===== src/rtl/booth_mul_seq_pkg.sv =====
// Shared types for the sequential radix-4 Booth multiplier: FSM states,
// Booth digit encoding and the digit-count helper.
package booth_pkg;

  typedef enum logic [1:0] {IDLE, BUSY, DONE} state_t;

  typedef enum logic [2:0] {ZERO, POS1, POS2, NEG1, NEG2} digit_t;

  // One digit per bit pair plus one more so an unsigned top bit is recoded correctly.
  function automatic int booth_digits(input int width);
    return width / 2 + 1;
  endfunction

endpackage


===== src/rtl/booth_digit_enc.sv =====
// Radix-4 Booth recoder: one overlapping multiplier triplet to a signed digit.
module booth_digit_enc
  import booth_pkg::*;
(
  input  logic [2:0] triplet,
  output digit_t     digit
);

  always_comb begin
    digit = ZERO;
    unique case (triplet)
      3'b000, 3'b111: digit = ZERO;
      3'b001, 3'b010: digit = POS1;
      3'b011:         digit = POS2;
      3'b100:         digit = NEG2;
      3'b101, 3'b110: digit = NEG1;
      default:        digit = ZERO;
    endcase
  end

endmodule


===== src/rtl/booth_mul_seq.sv =====
// Sequential radix-4 Booth multiplier, one digit per clock, valid/ready on
// both sides. Operand signedness is chosen per transaction.
module booth_mul_seq
  import booth_pkg::*;
#(
  parameter int WIDTH = 32
) (
  input  logic               clk,
  input  logic               rst_n,
  input  logic               in_valid,
  output logic               in_ready,
  input  logic [WIDTH-1:0]   a,
  input  logic [WIDTH-1:0]   b,
  input  logic               a_signed,
  input  logic               b_signed,
  input  logic               flush,
  output logic               out_valid,
  input  logic               out_ready,
  output logic [2*WIDTH-1:0] product,
  output logic               busy
);

  localparam int N  = booth_digits(WIDTH);
  localparam int CW = $clog2(N + 1);
  localparam int AW = 2 * WIDTH + 4;

  state_t         state, state_nxt;
  logic [CW-1:0]  cnt;
  logic [WIDTH+2:0] a_sh;   // extended multiplier with the implicit 0 below the LSB
  logic [AW-1:0]  b_sh;     // extended multiplicand, pre-shifted by 2i for digit i
  logic [AW-1:0]  acc;
  logic [AW-1:0]  pp;
  digit_t         digit;
  logic           accept;
  logic           last;
  logic           unused_acc_hi;

  booth_digit_enc u_enc (
    .triplet (a_sh[2:0]),
    .digit   (digit)
  );

  assign accept = in_valid && (state == IDLE);
  assign last   = (cnt == CW'(N - 1));

  always_comb begin
    pp = '0;
    unique case (digit)
      POS1:    pp = b_sh;
      POS2:    pp = b_sh << 1;
      NEG1:    pp = -b_sh;
      NEG2:    pp = -(b_sh << 1);
      default: pp = '0;
    endcase
  end

  always_ff @(posedge clk or negedge rst_n) begin
    if (!rst_n) state <= IDLE;
    else        state <= state_nxt;
  end

  always_comb begin
    state_nxt = state;
    unique case (state)
      IDLE:    if (accept) state_nxt = BUSY;
      BUSY:    if (last) state_nxt = DONE;
      DONE:    if (out_ready) state_nxt = IDLE;
      default: state_nxt = IDLE;
    endcase
    if (flush) state_nxt = IDLE;
  end

  always_ff @(posedge clk or negedge rst_n) begin
    if (!rst_n) begin
      cnt  <= '0;
      a_sh <= '0;
      b_sh <= '0;
      acc  <= '0;
    end else if (flush) begin
      cnt <= '0;
      acc <= '0;
    end else if (state == IDLE && accept) begin
      cnt  <= '0;
      acc  <= '0;
      a_sh <= {{2{a_signed & a[WIDTH-1]}}, a, 1'b0};
      b_sh <= {{(WIDTH+4){b_signed & b[WIDTH-1]}}, b};
    end else if (state == BUSY) begin
      acc  <= acc + pp;
      a_sh <= {{2{a_sh[WIDTH+2]}}, a_sh[WIDTH+2:2]};
      b_sh <= b_sh << 2;
      cnt  <= cnt + 1'b1;
    end
  end

  assign in_ready      = (state == IDLE);
  assign busy          = (state == BUSY);
  assign out_valid     = (state == DONE);
  assign product       = acc[2*WIDTH-1:0];
  // Guard bits only matter inside the running sum; the result is taken modulo 2^(2*WIDTH).
  assign unused_acc_hi = ^acc[AW-1:2*WIDTH];

endmodule

===== config.mk =====
export PLATFORM = sky130hd
export DESIGN_NAME = booth_mul_seq
export DESIGN_NICKNAME = d
export VERILOG_FILES = /design/src/rtl/booth_mul_seq_pkg.sv /design/src/rtl/booth_digit_enc.sv /design/src/rtl/booth_mul_seq.sv
export SDC_FILE = /design/constraint.sdc
export NUM_CORES = 1
export LEC_CHECK = 0
export CORE_UTILIZATION = 40
export CTS_CLUSTER_SIZE = 10
export DETAILED_ROUTE_END_ITERATION = 10
export PLACE_DENSITY_LB_ADDON = 0.12
export SYNTH_ARGS = -nofsm -noshare
export SYNTH_HDL_FRONTEND = slang
export SYNTH_HIERARCHICAL = 1
export SYNTH_SLANG_ARGS = --single-unit

===== constraint.sdc =====
create_clock -name clk -period 5.15 [get_ports clk]
set_clock_uncertainty 0.1 [all_clocks]
set_input_delay 1.03 -clock clk [delete_from_list [all_inputs] [get_ports clk]]
set_output_delay 1.03 -clock clk [all_outputs]
set_load 0.05 [all_outputs]

Word level (Yosys, flattened, before mapping)

Memories as Yosys holds them, arrays and structs flattened.
Cells that the tools add are included.

RAM bits: 0
Bits in read-only memories: 24
Bits in registers: 178
Word-level logic and storage cells: 48
Output and inout bits: 67
Latch bits: 0
Input port bits: 71
Memories kept: 1

Add/subtract/negate cells: 4
Eq/ne operators: 10
Bitwise operators: 3
Reductions and logical operators: 8
Multiplexer cells: 16
Shift operators: 0
Div/mod/pow operators: 0
$mul: 0
Magnitude comparators: 0

Memories:

| name             | depth | width | read ports | clocked after Yosys merged registers in | write ports | line                  | source |
|---|---|---|---|---|---|---|---|
| (name not given) | 8     | 3     | 1          | 0                                       | 0           | booth_digit_enc.sv:11 | `unique case (triplet)` |

Operators by type and width:

| operator                                             | number |
|---|---|
| 2-to-1 mux 68 bit                                    | 5 |
| one-hot mux 68 bit (4 select lines)                  | 1 |
| negator 68 bit                                       | 2 |
| adder 68 bit                                         | 1 |
| 2-to-1 mux 35 bit                                    | 1 |
| 2-to-1 mux 34 bit                                    | 1 |
| 2-to-1 mux 5 bit                                     | 3 |
| 2-to-1 mux 2 bit                                     | 4 |
| equality test 3 x 2 -> 1 bit (second input constant) | 2 |
| != test 3 x 2 -> 1 bit (second input constant)       | 2 |
| one-hot mux 2 bit (3 select lines)                   | 1 |
| adder 5 x 1 -> 5 bit (second input constant)         | 1 |
| equality test 5 bit (second input constant)          | 1 |
| AND reduction 2 bit                                  | 2 |
| equality test 3 x 1 -> 1 bit (second input constant) | 1 |
| equality test 3 bit (second input constant)          | 1 |
| != test 3 x 1 -> 1 bit (second input constant)       | 1 |
| AND reduction 3 bit                                  | 1 |
| nonzero test 3 bit                                   | 1 |
| bitwise AND 1 bit                                    | 2 |
| equality test 2 x 1 -> 1 bit (second input constant) | 1 |
| equality test 2 bit (second input constant)          | 1 |
| logical AND 1 bit                                    | 2 |
| logical NOT 2 bit                                    | 1 |
| other kinds (2)                                      | 2 |

Longest topological paths before layout

Gate-level depths: netlist of run 1.
An unclocked memory read counts as a cell.

Depth after elaboration: 7
Gate-level depth with buffers: 24
Mapped depth without buffers: 22

By module

Netlist of run 1, hierarchy kept.

Modules (own cells, without submodules):

| module          | cells an instance | sequential area each (um^2) | times used | area an instance (um^2) |
|---|---|---|---|---|
| booth_mul_seq   | 1875              | 4254.1                      | 1          | 13897.1 |
| booth_digit_enc | 7                 | 0.0                         | 1          | 58.8 |

Worst setup path after synthesis of run 1

OpenSTA, ideal clock, no wires.

Path kind: register -> register
From: reg b_sh[18]
To: reg acc[52]
Data arrival time: 5.068 ns
Slack: -0.101 ns
Clock period less this slack: 5.251 ns
Path buffers: 1
Data required time: 4.967 ns
Stages on the path, launching flop included: 22
Cells stage by stage: dfrtp_1 > buf_6 > or4_4 > nor4_4 > nand4_1 > or3_1 > or3_1 > or3_1 > nand2_1 > xor2_1 > o22ai_1 > ha_1 > a21oi_1 > nor2b_1 > o21a_1 > o211a_1 > a2111oi_0 > o21bai_1 > a22oi_1 > o21ai_0 > xnor2_1 > o21ai_0

Cells in the longest elaborated chain, start to end: 6

Ends and longest elaborated chain:

| element                                  | line                                     | source |
|---|---|---|
| start: declaration                       | booth_mul_seq.sv:30                      | `logic [AW-1:0] b_sh;` |
| start signal: assignment                 | booth_mul_seq.sv:86                      | `b_sh <= {{(WIDTH+4){b_signed & b[WIDTH-1]}}, b};` |
| start signal: assignment                 | booth_mul_seq.sv:90                      | `b_sh <= b_sh << 2;` |
| negator 68 bit, on equally long branches | booth_mul_seq.sv:51, booth_mul_seq.sv:52 |  |
| one-hot mux 68 bit (4 select lines) *    | booth_mul_seq.sv:48                      | `unique case (digit)` |
| adder 68 bit *                           | booth_mul_seq.sv:88                      | `acc <= acc + pp;` |
| 2-to-1 mux 68 bit *                      | booth_mul_seq.sv:87                      | `end else if (state == BUSY) begin` |
| 2-to-1 mux 68 bit *                      | booth_mul_seq.sv:82                      | `end else if (state == IDLE && accept) begin` |
| 2-to-1 mux 68 bit *                      | booth_mul_seq.sv:79                      | `end else if (flush) begin` |
| end signal: assignment                   | booth_mul_seq.sv:88                      |  |
| end: declaration                         | booth_mul_seq.sv:31                      | `logic [AW-1:0] acc;` |

Mark *: on every way between the ends. The rest lies on a longest branch, timed or not. The select of a mux whose other input is x is not followed.
A chain may end at the register's enable or synchronous reset.

Worst setup path after layout of run 1

From: reg b_sh[20]
To: reg acc[58]

Same word-level chain as after synthesis.

==> impl_metrics.ini, run 1 <==
[status]
outcome = finished, final reports clean

[hold_path]
hold_path_class = register to register
holdPathStages = 2
min_to = a_sh[32]$_DFFE_PN0P_
hold_start = a_sh[32]$_DFFE_PN0P_

[finish]
final_area_um2 = 17980
num_antenna_cells = 0
final_nets = 2220
finalNonFillerCells = 2547
fillers = 3307
area_growth_pct = 28.82
final_util_pct = 52.18
final_layout_size_suffix_gt1_share_pct = 16.20

[clocking]
cts_max_level = 4
numCtsBuffers = 17
cts_tree = done
max-clock-path-buffers = 2
clock_latency_ns = 0.45
clk_pin_slew_ns = 0.07
clock_sinks = 170
ctsRootBufferMaster = clkbuf_16

[grt]
grt_pass1_wl_mm = 73.53
antenna_found_initial = 0
grt_max_degree = 111
grt_usage_pct = 26.00
overflow = 0
met3_usage_pct = 3.986
grt_use_met1_pct = 39.21
grt_pass1_vias = 13479
met2_usage_pct = 37.32
top_usage_layer = met1

[synth]
synthDominantCellAreaShare_pct = 30.48
syn_avg_cell_area_um2 = 7.415
ys.flop_type = dfrtp_1
yosysUniqueCellTypes = 78
synth_area_leaders = dfrtp_1 (30%), nand2_1 (8.9%), ha_1 (6.1%)
synth_edf_count = 0
ys_warn_count = 6
netlist_area_um2 = 13960
synth-seq-cells = 170
syn-num-nets = 2022
yosysTopAreaCell = dfrtp_1
syn_inst = 1882
async_flop_share_pct = 100.0
synth_seq_area_share_pct = 30.48

[place]
place_area_um2 = 16710
io_buffers = 137
place_congestion = 0.9343
hpwl_mm = 33.75
dp_cells = 2487

[setup_path]
cp-end-kind = register
ff2ff_path_depth = 21
path_class = register to register
arrival_ns = 5.38
reg2reg_from = b_sh[20]$_DFFE_PN0P_
cp_max_fo = 3
r2r_end = acc[58]$_DFFE_PN0P_
startpoint_type = register
cp.required_ns = 5.39
r2r_setup_slack_ns = 0.01

[timing]
setup_viol = 0
rsz0062_at_grt = yes
fin_crit_sh_pct = 99.81
max_freq_ghz = 0.1945
worstMarginPinSlew_ns = 0.8757
report.final.slew_viol_count = 0
report.final.hold_viol_count = 0
min_period_ns = 5.140
relSlewSlack_pct = 41.62
whs_ns = 0.4125

[power_and_ir_drop]
peakVddDrop_mv = 0.3032
power_mw = 12.54
pwr_density_cell_nw_per_um2 = 697.5
p_leak_nw = 7.759

[detailed_routing]
drt_wl_total_mm = 46.08
vias = 14644
wl_per_cell_um = 18.09
first_iter_violations = 1600
drt_first_pass_iters = 6
drc_errors = 0
via_per_inst = 5.750
antenna_left = 0

[floorplan]
pin_count = 138
start_util_pct = 40.50
die_y_um = 188.8
rows = 68
dieArea_um2 = 35640
die_w_um = 188.8
core-area_um2 = 34460

[flow_run]
max_cap_violations = 0
==> cell type report <==
class | instances | area (µm²) | area share, %
multi-input cells | 1515 | 9393 | 52.24
repair buffers | 348 | 3023 | 16.81
clock inverters | 14 | 209.0 | 1.162
inverters | 28 | 105.1 | 0.5846
clock buffers | 17 | 425.4 | 2.366
flip-flops and latches | 170 | 4254 | 23.66
well taps | 455 | 569.3 | 3.167
==> what timing repair did <==
action / 4_1_cts / 5_1_grt
setup endpoints to repair: 12 / 33
gates cloned: 0 / 0
resized for setup: 19 / 86
pin swaps: 12 / 37
buffers inserted: 14 / 15
hold buffers: 0 / 0
==> power breakdown <==
| part | leakage [nW] | switching (mW) | internal [mW] | total, mW |
|---|---|---|---|---|
| clock | 0.312 | 0.613 | 0.823 | 1.44 |
| sequential | 2.06 | 0.464 | 1.76 | 2.22 |
| combinational | 5.39 | 5.24 | 3.64 | 8.88 |
==> worst max-delay path, cell delays in order, from the launching register on <==
cell,delay (ns)
dfrtp_1,0.38
or4_4,0.55
nor4_4,0.25
nand4_1,0.21
or3_4,0.38
or3_4,0.33
or3_4,0.35
o21ai_2,0.12
a22oi_1,0.09
o22ai_1,0.19
ha_1,0.20
a21o_1,0.13
a21o_1,0.15
a21oi_1,0.09
a211o_1,0.32
nor3_1,0.23
o21ai_1,0.11
buf_4,0.18
a211oi_4,0.24
o21ai_0,0.14
mux2i_1,0.18
nand2_1,0.08
==> flip-flops by register name (all words and copies together) (netlist names) <==
name / cells
acc: 64
b_sh: 64
a_sh: 35
cnt: 5
state: 2
==> cell usage in the layout, fill, tap and decap left out, types with 50 or more instances in the layout <==
cell	n
dfrtp_1	170
a31oi_1	70
o21ai_0	137
buf_4	205
ha_1	63
nor2_1	195
nand2_1	326
xor2_1	73
clkdlybuf4s50_1	136
a22oi_1	50
a21oi_1	116
==> routing by layer <==
| layer | vias to the layer above | part of all wire [%] |
|---|---|---|
| li1 | 7114 | - |
| met1 | 6918 | 49 |
| met2 | 530 | 42 |
| met3 | 82 | 6.4 |
| met4 | 0 | 2.6 |
| met5 | - | 0 |
==> worst max path at each step <==
stage	endpoint	from	slack (ns)	depth (start not counted)
2_1_floorplan	acc[63]$_DFFE_PN0P_	b_sh[38]$_DFFE_PN0P_	0.02	24
3_3_place_gp	acc[63]$_DFFE_PN0P_	b_sh[4]$_DFFE_PN0P_	-0.19	19
3_5_place_dp	acc[63]$_DFFE_PN0P_	b_sh[4]$_DFFE_PN0P_	-0.23	19
4_1_cts	acc[59]$_DFFE_PN0P_	b_sh[20]$_DFFE_PN0P_	0.003	18
5_1_grt	acc[58]$_DFFE_PN0P_	b_sh[20]$_DFFE_PN0P_	-0.18	21
6_report	acc[58]$_DFFE_PN0P_	b_sh[20]$_DFFE_PN0P_	0.01	21
==> logic make-up (layout without fill, tap and decap cells) <==
kind of cell	after synthesis	in the layout	synth area share, %
buffers and inverters	197	407	5.433
xor gates and xnor gates	117	117	7.343
and+or+nand+nor	727	727	23.40
AOI/OAI and AO/OA	596	596	26.63
DFF	170	170	30.48
muxes	6	6	0.4751
adders and majority gates	69	69	6.240
==> stage by stage <==
step | setup WS (ns) | TNS [ns]
floorplan | 0.02338 | 0
global placement | -0.1888 | -0.7186
detailed placement | -0.2257 | -1.135
CTS | 0.003468 | 0
global route | -0.1763 | -1.670
finish | 0.009567 | 0
==> synthesized netlist by cell type, types with 9 or more instances <==
library cell / number
o22ai_1: 39
dfrtp_1: 170
a22oi_1: 51
o211ai_1: 9
a21o_1: 39
o21ai_0: 161
o21bai_1: 16
nor3_1: 30
nand2b_1: 19
nand3_1: 25
and3_1: 14
nor2b_1: 9
nand2_1: 330
a31oi_1: 74
inv_1: 28
clkbuf_1: 155
ha_1: 68
xnor2_1: 44
xor2_1: 73
a211oi_1: 10
or3_1: 33
nand4_1: 18
a21oi_1: 122
nor2_1: 198
o31ai_1: 12
(Power assumes the default switching activity.)
==> run 2: changes to the inputs <==
Clock period 5.15 ns to 6.3 ns, I/O delays scaled along.
==> run 2 against run 1 <==
Net effect: cell area is 10% lower; clock power shrank 27%; routed wire length fell by 2.1%; sequential cell count is the same; combinational power shrank 31%; global-route usage decreased by 0.55 points; register-to-register slack better by 0.46 ns; clock-buffer cell count grew 2; die area is the same; first-iteration DRC count is 23% lower; critical path depth down 1; critical endpoint is now acc[52]$_DFFE_PN0P_; largest cell class unchanged; largest power group unchanged; highest routed layer unchanged.
==> impl_metrics.ini, run 2 (synthesis results as in run 1) <==
[detailed_routing]
drt_wl_total_mm = 45.13
wl_per_cell_um = 18.98
via_per_inst = 5.818
drc_errors = 0
first_iter_violations = 1231
antenna_left = 0
drt_first_pass_iters = 5
vias = 13830

[timing]
min_period_ns = 5.827
fin_setup_tns_ns = 0
report.final.slew_viol_count = 0
relSlewSlack_pct = 35.14
max_freq_ghz = 0.1716
rsz0062_at_grt = no
setup_viol = 0
report.final.hold_viol_count = 0
worstMarginPinSlew_ns = 0.9729
fin_crit_sh_pct = 92.49

[setup_path]
arrival_ns = 6.04
cp.required_ns = 6.52
cp-end-kind = register
cp_max_fo = 8
path_class = register to register
cp_slowest_cell = or4_4
crit_chain = or4_4 -> nor4_4 -> buf_4 -> nand4_1 -> or3_1 -> or3_1 -> or3_1 -> o21ai_0 -> a22oi_1 -> o22ai_1 -> ha_1 -> nor2b_1 -> o21a_1 -> o211a_1 -> a2111oi_0 -> o21bai_1 -> a22oi_2 -> o21ai_0 -> xnor2_1 -> o21ai_0
critical-path-max-stage-delay_ns = 0.58
startpoint_type = register

[finish]
final_nets = 2050
reg_top3 = acc: 64 flops, b_sh: 64 flops, a_sh: 35 flops
finalNonFillerCells = 2377
area_growth_pct = 15.97
final_area_um2 = 16180
final_layout_size_suffix_gt1_share_pct = 5.307
final_common_cell = nand2_1
final_util_pct = 46.97
num_antenna_cells = 0
final_cell_mix = nand2_1 (328), nor2_1 (197), dfrtp_1 (170)

[clocking]
ctsHoldBuffers = 0
clk_pin_slew_ns = 0.07
max-clock-path-buffers = 2
clock_sinks = 170
cts_tree = done
numCtsBuffers = 17
cts_max_level = 4
clock_latency_ns = 0.45
ctsRootBufferMaster = clkbuf_16

[place]
place_area_um2 = 15600
place_congestion = 0.9351
dp_cells = 2346
hpwl_mm = 33.02
io_buffers = 137

[power_and_ir_drop]
peakVddDrop_mv = 0.2839
p_leak_nw = 6.811
power_mw = 9.163
pwr_density_cell_nw_per_um2 = 566.2

[floorplan]
pin_count = 138
rows = 68
dieArea_um2 = 35640
die_y_um = 188.8
die_w_um = 188.8
start_util_pct = 40.50
core-area_um2 = 34460

[grt]
grt_usage_pct = 25.46
overflow = 0
grt_pass1_vias = 12871
grt_max_degree = 125
grt_pass1_wl_mm = 71.73
antenna_found_initial = 0

[status]
outcome = finished, final reports clean

[flow_run]
max_cap_violations = 0

[hold_path]
hold_path_class = register to register
[run 2: routing by layer]
layer	GRT usage [%]	vias up	wire length (µm)	part of all wire [%]
li1	-	6745	-	-
met3	3.595	54	3047	6.8
met4	7.816	0	991	2.2
met2	36.57	491	18800	42
met5	0	-	0	0
met1	38.80	6540	22280	49
[run 2: timing repair]
item                       4_1_cts  5_1_grt
setup endpoints to repair        0        9
setup buffers                    0        0
gates resized for setup          0        5
[run 2: power by group]
part | internal, mW | leakage, nW | total (mW) | switching, mW
combinational | 2.26 | 4.49 | 6.15 | 3.89
clock | 0.558 | 0.263 | 1.05 | 0.490
sequential | 1.44 | 2.06 | 1.96 | 0.524
total | 4.26 | 6.81 | 9.16 | 4.91
[run 2: through the flow]
stage	setup slack [ns]	hold WS, ns
final	0.4730	0.4102
after global routing	0.005232	0.4313
after CTS	0.2939	0.4210
after detailed placement	0.3177	0.4048
after global placement	0.3823	0.3917
after floorplan	1.049	0.3661
[run 2: final timing paths]
check	from	end	slack [ns]	cells past startpoint
worst max register to register	b_sh[18]$_DFFE_PN0P_	acc[52]$_DFFE_PN0P_	0.47	20
min in group asynchronous	rst_n	acc[51]$_DFFE_PN0P_	0.77	1
max in group asynchronous	rst_n	acc[11]$_DFFE_PN0P_	4.13	2
worst max-delay path	b_sh[18]$_DFFE_PN0P_	acc[52]$_DFFE_PN0P_	0.47	20
worst min register to register	a_sh[32]$_DFFE_PN0P_	a_sh[32]$_DFFE_PN0P_	0.41	2
worst min-delay path	a_sh[32]$_DFFE_PN0P_	a_sh[32]$_DFFE_PN0P_	0.41	2
[run 2: layout make-up]
| class | instances | area, µm² |
|---|---|---|
| Sequential cell | 170 | 4254 |
| Tap cell | 455 | 569.3 |
| Inverter | 28 | 105.1 |
| Multi-Input combinational cell | 1515 | 9002 |
| Clock buffer | 19 | 442.9 |
| Clock inverter | 12 | 117.6 |
| Timing Repair Buffer | 178 | 1693 |
| Fill cell | 3505 | 18270 |
[run 2: critical path, delay by kind of cell (launching register included)]
family | cells | cell delay [ns]
XOR/XNOR | 1 | 0.18
flip-flops | 1 | 0.47
adder cells (fa/ha/maj) | 1 | 0.33
AND/OR/NAND/NOR | 7 | 2.32
buffers and inverters | 1 | 0.19
AO/OA/AOI/OAI | 10 | 2.08
==> run 3: changes to the inputs <==
Settings changed: REMOVE_ABC_BUFFERS set to 1.
==> run 3 against run 2 <==
Net effect: worst hold slack better by 0.0093 ns; first-iteration DRC count is 19% lower; setup slack worse by 0.046 ns; final cell count hardly changed; core utilization hardly changed; sequential power hardly changed; sequential cell count stayed put; critical path type unchanged; global-route usage is 0.060 points lower; clock power hardly changed; clock-buffer cell count is 2 lower; via count is 1.1% higher.
==> impl_metrics.ini, run 3 (synthesis results as in run 1) <==
[status]
outcome = finished, final reports clean

[grt]
grt_pass1_vias = 12978
top_usage_layer = met2
met2_usage_pct = 39.80
grt_pass1_wl_mm = 72.51
grt_use_met1_pct = 36.10
overflow = 0
grt_max_degree = 116
antenna_found_initial = 0
grt_usage_pct = 25.40
met3_usage_pct = 3.632

[finish]
final_nets = 2050
final_layout_size_suffix_gt1_share_pct = 5.512
final_common_cell = nand2_1
reg_top3 = acc: 64 flops, b_sh: 64 flops, a_sh: 35 flops
final_area_um2 = 16190
num_antenna_cells = 0
area_growth_pct = 16.00
final_cell_mix = nand2_1 (328), nor2_1 (197), dfrtp_1 (170)

[timing]
worstMarginPinSlew_ns = 1.167
relSlewSlack_pct = 22.21
max_freq_ghz = 0.1703
fin_crit_sh_pct = 93.23
report.final.hold_viol_count = 0
report.final.slew_viol_count = 0
min_period_ns = 5.873
whs_ns = 0.4194
setup_viol = 0
rsz0062_at_grt = no

[floorplan]
start_util_pct = 40.50
die_w_um = 188.8
rows = 68
die_y_um = 188.8
pin_count = 138
core-area_um2 = 34460
dieArea_um2 = 35640

[detailed_routing]
drt_wl_total_mm = 45.00
first_iter_violations = 999
drc_errors = 0
antenna_left = 0
drt_first_pass_iters = 5
wl_per_cell_um = 18.92
vias = 13983
via_per_inst = 5.880

[clocking]
ctsRootBufferMaster = clkbuf_16
clk_pin_slew_ns = 0.08
cts_tree = done
clock_sinks = 170
max-clock-path-buffers = 2
cts_max_level = 4
numCtsBuffers = 17
clock_latency_ns = 0.47

[setup_path]
arrival_ns = 6.16
cp.required_ns = 6.59
path_class = register to register
cp_max_fo = 9
cp-end-kind = register
startpoint_type = register

[flow_run]
max_cap_violations = 0

[place]
place_congestion = 0.9156
place_area_um2 = 15570
io_buffers = 137
hpwl_mm = 31.98

[power_and_ir_drop]
peakVddDrop_mv = 0.2842
p_leak_nw = 6.818
pwr_density_cell_nw_per_um2 = 554.5

[hold_path]
hold_path_class = register to register
==> run 3: worst max-delay path, stage by stage, from the launching register on <==
cell and delay (ns):
dfrtp_1 0.41, inv_1 0.16, ha_1 0.31, nor3b_2 0.28, nand3_1 0.23, nand4b_1 0.29
buf_4 0.19, nand2b_1 0.21, or3_1 0.39, a311o_1 0.37, o22ai_1 0.19, ha_1 0.32
nand4_1 0.23, nor4_1 0.29, buf_4 0.20, nand4_1 0.10, o211ai_1 0.34, a211oi_1 0.08
o21ai_0 0.14, buf_4 0.19, a21oi_1 0.12, o31ai_1 0.33, o21ai_0 0.14, a2bb2oi_1 0.18
==> run 3: cell type report <==
cell class              count  area, µm²
repair buffers            178       1680
clock buffers              17      425.4
clock inverters            15      142.6
well taps                 455      569.3
multi-input cells        1515       9012
fillers                  3478      18270
inverters                  28      105.1
flip-flops and latches    170       4254
==> run 3: layer usage <==
metal	part of all wire, %	vias up
met5	0	-
met4	1.8	0
met3	5.6	51
met2	46	482
met1	47	6682
li1	-	6768
==> run 3: where the power goes <==
| group | internal, mW | total, mW | switching [mW] | leakage [nW] |
|---|---|---|---|---|
| sequential | 1.44 | 1.93 | 0.496 | 2.06 |
| clock | 0.551 | 1.08 | 0.526 | 0.268 |
| combinational | 2.23 | 5.97 | 3.74 | 4.49 |
| total | 4.21 | 8.98 | 4.76 | 6.82 |
==> run 3: stage by stage <==
step / utilization [%] / power (mW) / setup TNS (ns) / instances / setup slack (ns)
floorplan: - / 6.078 / -6.860 / 1713 / -0.4196
global placement: 45.19 / 7.799 / 0 / 2343 / 0.4045
detailed placement: 45.19 / 7.835 / 0 / 2343 / 0.2632
CTS: 46.84 / 8.932 / 0 / 2375 / 0.2498
global route: 46.98 / 9.691 / 0 / 2378 / 0.01692
finish: 46.98 / 8.977 / 0 / 2378 / 0.4268
==> run 3: final timing paths <==
kind	from	endpoint	slack (ns)	cells after the start
worst max-delay path	b_sh[0]$_DFFE_PN0P_	acc[63]$_DFFE_PN0P_	0.43	23
worst min-delay path	acc[31]$_DFFE_PN0P_	acc[31]$_DFFE_PN0P_	0.42	2
worst max register to register	b_sh[0]$_DFFE_PN0P_	acc[63]$_DFFE_PN0P_	0.43	23
worst min register to register	acc[31]$_DFFE_PN0P_	acc[31]$_DFFE_PN0P_	0.42	2
max in group asynchronous	rst_n	a_sh[10]$_DFFE_PN0P_	4.15	2
min in group asynchronous	rst_n	b_sh[23]$_DFFE_PN0P_	0.71	1
==> run 3: timing repair <==
| action | 4_1_cts | 5_1_grt |
|---|---|---|
| gates resized for setup | 0 | 6 |
| buffers inserted | 0 | 3 |
| hold endpoints to repair | 0 | 0 |
| endpoints found under the setup margin | 0 | 8 |
| hold buffers | 0 | 0 |
